[src/rtl/generador_sync.sv]
// VGA-style timing generator: divides clk by two into a pixel enable and walks
// a raster of H_TOT x V_TOT pixels, producing registered sync/blank/frame_start.
module generador_sync #(
  parameter int H_VIS = 640,
  parameter int H_FP  = 16,
  parameter int H_SP  = 96,
  parameter int H_BP  = 48,
  parameter int V_VIS = 480,
  parameter int V_FP  = 10,
  parameter int V_SP  = 2,
  parameter int V_BP  = 33
) (
  input  logic       clk,
  input  logic       reset,
  output logic       pixel_tick,
  output logic [9:0] pixel_x,
  output logic [9:0] pixel_y,
  output logic       hsync,
  output logic       vsync,
  output logic       blank,
  output logic       frame_start
);

  localparam logic [9:0] H_TOT    = 10'(H_VIS + H_FP + H_SP + H_BP);
  localparam logic [9:0] V_TOT    = 10'(V_VIS + V_FP + V_SP + V_BP);
  localparam logic [9:0] H_LAST   = 10'(H_VIS + H_FP + H_SP + H_BP - 1);
  localparam logic [9:0] V_LAST   = 10'(V_VIS + V_FP + V_SP + V_BP - 1);
  localparam logic [9:0] HS_FIRST = 10'(H_VIS + H_FP);
  localparam logic [9:0] HS_LAST  = 10'(H_VIS + H_FP + H_SP - 1);
  localparam logic [9:0] VS_FIRST = 10'(V_VIS + V_FP);
  localparam logic [9:0] VS_LAST  = 10'(V_VIS + V_FP + V_SP - 1);
  localparam logic [9:0] H_VIS_W  = 10'(H_VIS);
  localparam logic [9:0] V_VIS_W  = 10'(V_VIS);

  // run_q is low only on the first edge after reset, so the tick stays 0 there
  // and the first post-reset cycle can be flagged as a frame start.
  logic       run_q,   run_d;
  logic       tick_q,  tick_d;
  logic [9:0] x_q,     x_d;
  logic [9:0] y_q,     y_d;
  logic       hs_q,    hs_d;
  logic       vs_q,    vs_d;
  logic       bl_q,    bl_d;
  logic       fs_q,    fs_d;

  always_comb begin
    run_d  = 1'b1;
    tick_d = run_q & ~tick_q;
    x_d    = x_q;
    y_d    = y_q;
    fs_d   = ~run_q;

    if (tick_q) begin
      if (x_q == H_LAST) begin
        x_d = '0;
        if (y_q == V_LAST) begin
          y_d  = '0;
          fs_d = 1'b1;
        end else begin
          y_d = y_q + 10'd1;
        end
      end else begin
        x_d = x_q + 10'd1;
      end
    end

    if (reset) begin
      run_d  = 1'b0;
      tick_d = 1'b0;
      x_d    = '0;
      y_d    = '0;
      fs_d   = 1'b0;
    end
  end

  // Decode from the next-state counters so sync/blank line up with pixel_x/y.
  always_comb begin
    hs_d = !((x_d >= HS_FIRST) && (x_d <= HS_LAST));
    vs_d = !((y_d >= VS_FIRST) && (y_d <= VS_LAST));
    bl_d = (x_d >= H_VIS_W) || (y_d >= V_VIS_W);
  end

  always_ff @(posedge clk) begin
    run_q  <= run_d;
    tick_q <= tick_d;
    x_q    <= x_d;
    y_q    <= y_d;
    hs_q   <= hs_d;
    vs_q   <= vs_d;
    bl_q   <= bl_d;
    fs_q   <= fs_d;
  end

  assign pixel_tick  = tick_q;
  assign pixel_x     = x_q;
  assign pixel_y     = y_q;
  assign hsync       = hs_q;
  assign vsync       = vs_q;
  assign blank       = bl_q;
  assign frame_start = fs_q;

  // H_TOT/V_TOT kept for readability of the raster size; the wrap uses *_LAST.
  logic unused_tot;
  assign unused_tot = ^{H_TOT, V_TOT};

endmodule

[config.mk]
export PLATFORM = sky130hd
export DESIGN_NAME = generador_sync
export DESIGN_NICKNAME = d
export VERILOG_FILES = /design/src/rtl/generador_sync.sv
export SDC_FILE = /design/constraint.sdc
export NUM_CORES = 1
export LEC_CHECK = 0
export BUFFER_PORTS_ARGS = -buffer_cell sky130_fd_sc_hd__buf_2
export CORE_MARGIN = 2
export CORE_UTILIZATION = 39
export CTS_CLUSTER_DIAMETER = 60
export CTS_CLUSTER_SIZE = 25
export DETAILED_ROUTE_END_ITERATION = 12
export GPL_TIMING_DRIVEN = 1
export PLACE_DENSITY = 0.68
export SYNTH_ARGS = -nofsm -noshare
export SYNTH_HDL_FRONTEND = slang
export SYNTH_SLANG_ARGS = --single-unit
[constraint.sdc]
create_clock -name clk -period 2 [get_ports clk]
set_clock_uncertainty 0.05 [all_clocks]
set_input_delay 0.2 -clock clk [delete_from_list [all_inputs] [get_ports clk]]
set_output_delay 0.2 -clock clk [all_outputs]
set_load 0.05 [all_outputs]
==> results.py <==
metrics = {
    "status": {
        "outcome": "complete, no violations",
    },
    "critical_path": {
        "critical_path_arrival_ns": 2.16,
        "crit_required_ns": 2.18,
        "setup.worst_path.start_class": "flip-flop",
        "cp-end-kind": "flip-flop",
        "timing.rr.end": "blank",
        "worstReg2RegStart": "pixel_x[3]",
        "reg2regPathDepth": 7,
        "path_max_fanout": 2,
        "critPathKind": "flip-flop to flip-flop",
        "reg2reg_slack_ns": 0.02,
    },
    "sta": {
        "slew-limit-headroom": 0.750,
        "worst_slew_pin_slew_ns": 0.370,
        "rsz0062_at_grt": "true",
        "finalCriticalPeriod_ns": 1.98,
        "finalSetupViolCount": 0,
        "fmax_mhz": 506,
        "hold_slack_ns": 0.0955,
        "hold_viol": 0,
        "slew_viol_final": 0,
        "finalCritPeriodShare": 0.988,
        "worst_slack_ns": 0.0243,
    },
    "die": {
        "rows": 21,
        "core-area_um2": 3340,
        "start_util": 0.409,
        "die_w_um": 63.1,
        "die-height_um": 63.1,
        "dieArea_um2": 3990,
        "io_pins": 27,
    },
    "detailed_routing": {
        "num_vias": 1211,
        "post_drt_via_cell_ratio": 5.07,
        "drc": 0,
        "detailedRoute.firstIterationViolations": 79,
        "dr.pass1.iters": 4,
        "ant_nets": 0,
        "postRouteWirelength_um": 3330,
        "wire_per_inst_um": 13.9,
    },
    "job": {
        "cap_viol_max_count": 0,
    },
    "logic_synthesis": {
        "netlist_area_um2": 1360,
        "yosysWarningCount": 0,
        "ys_ff_latch": 26,
        "ys_types": 43,
        "ys_async_sr_fraction": 0,
        "syn_nets": 152,
        "netlist_instances": 147,
        "synth_edf_count": 0,
        "syn_area_per_cell_um2": 9.28,
        "synth_flop_cell": "dfxtp_1",
        "synth_seq_area_share": 0.382,
    },
    "hold_path": {
        "hold_depth": 2,
        "hp-start": "reset",
        "min_path_type": "input pin to flip-flop",
        "hold_path_end": "pixel_x[1]",
    },
    "clock_tree": {
        "clk_latency_ns": 0.33,
        "cts_hold_buf": 0,
        "cts.sinks": 26,
        "path_clk_slew_ns": 0.15,
        "cts_buffer_depth": 2,
        "cts_tree": "built",
        "htree_levels": 1,
        "root_buffer": "clkbuf_4",
        "cts_buffers": 3,
    },
    "cells_and_area": {
        "area_delta_synth_final_pct": 35.1,
        "fill_cells": 326,
        "antenna_cells": 0,
        "layout-drive-gt1-share": 0.456,
        "instances_no_fill": 239,
        "layout_commonest_cell": "buf_2",
        "layout_common_cells": "26 x buf_2, 22 x buf_4, 21 x nor2_1, 11 x dfxtp_1, 10 x nand4_1",
        "finalNetCount": 199,
    },
    "place": {
        "io_buffer_count": 26,
        "pre_cts_slack_ns": 0.0385,
        "hpwl_um": 2380,
        "place.gp.congestion": 0.819,
        "placedCellCount": 223,
    },
    "pwr": {
        "power_leakage_nw": 0.766,
        "power_density_nw_per_um2": 463,
        "vdd_ir_drop_max_mv": 0.180,
    },
    "global_route": {
        "grt_pass1_vias": 1118,
        "grt_usage": 0.164,
        "grt_max_degree": 15,
        "grt_overflow": 0,
        "antenna_found_initial": 0,
        "grt_pass1_wl_um": 5200,
    },
}
==> worst max path at each step <==
stage	cells after the start	endpoint	startpoint	slack (ns)
finish	7	blank	pixel_x[3]	0.02
global route	9	blank	pixel_y[0]	-0.05
CTS	7	vsync	pixel_y[0]	0.02
detailed placement	7	vsync	pixel_y[0]	0.04
global placement	7	vsync	pixel_y[0]	0.09
floorplan	7	blank	pixel_x[6]	-0.11
==> report_power, final <==
part	switching [W]	internal (W)
registers	0.00000747	0.000518
logic	0.0000341	0.0000163
clock network	0.000165	0.000112
==> state kept, by name, summed over array words and instances (netlist names) <==
register and cells:
pixel_x 10, vsync 1, pixel_tick 1, hsync 1, run_q 1, frame_start 1
pixel_y 10, blank 1
==> Yosys cell counts (2+ instances only) <==
| cell | n | area (um^2) |
|---|---|---|
| xor2_2 | 2 | 32.5 |
| nand4_1 | 10 | 62.6 |
| xnor2_1 | 7 | 61.3 |
| nand2_1 | 9 | 33.8 |
| nor2_1 | 22 | 82.6 |
| inv_1 | 6 | 22.5 |
| dfxtp_1 | 26 | 521 |
| xor2_1 | 9 | 78.8 |
| a21oi_1 | 4 | 20.0 |
| ha_1 | 3 | 37.5 |
| nor3_1 | 4 | 20.0 |
| nand3_1 | 7 | 35.0 |
| buf_4 | 2 | 15.0 |
| o21ai_0 | 4 | 20.0 |
| buf_2 | 3 | 15.0 |
| nor4_1 | 2 | 12.5 |
==> per-layer routing <==
metal / part of all wire / global-route usage / vias up
li1: - / - / 607
met1: 0.42 / 0.198 / 556
met2: 0.52 / 0.299 / 41
met3: 0.044 / 0.0179 / 7
met4: 0.018 / 0.0583 / 0
met5: 0 / 0 / -
==> metrics by stage <==
stage,cell area (um^2),power (W),util,setup TNS (ns)
floorplan,1420,0.000575,-,-0.223
global placement,1640,0.000584,0.490,0
detailed placement,1640,0.000585,0.490,0
CTS,1670,0.000860,0.501,0
global route,1840,0.000883,0.552,-0.0861
finish,1840,0.000853,0.552,0
==> timing repair <==
| item | 4_1_cts | 5_1_grt |
|---|---|---|
| resized for setup | 0 | 11 |
| setup buffers | 0 | 12 |
| endpoints found under the setup margin | 0 | 2 |
==> kinds of logic after synthesis <==
group / Yosys count / share of synthesized area
flip-flops: 26 / 0.382
buffers and inverters: 15 / 0.0633
adder cells (fa/ha/maj): 3 / 0.0275
AO/OA/AOI/OAI: 12 / 0.0551
multiplexers: 1 / 0.00734
XOR/XNOR: 18 / 0.127
AND/OR/NAND/NOR: 72 / 0.339
==> layout make-up <==
| cell class | count | area, um^2 | share of cell area |
|---|---|---|---|
| Clock buffer | 4 | 36.3 | 0.0197 |
| Inverter | 6 | 22.5 | 0.0122 |
| Multi-Input combinational cell | 106 | 826 | 0.448 |
| Sequential cell | 26 | 554 | 0.301 |
| Tap cell | 46 | 57.6 | 0.0312 |
| Timing Repair Buffer | 51 | 347 | 0.188 |
==> critical path, cell delays in order (launching register included) <==
cell and delay [ns]:
dfxtp_2 0.38, buf_12 0.10, nand3_1 0.11, or4b_4 0.55, o21ai_2 0.15, a311oi_2 0.12
nor4b_4 0.15, a221o_1 0.26
No activity file was read; power rests on OpenSTA's default activity.
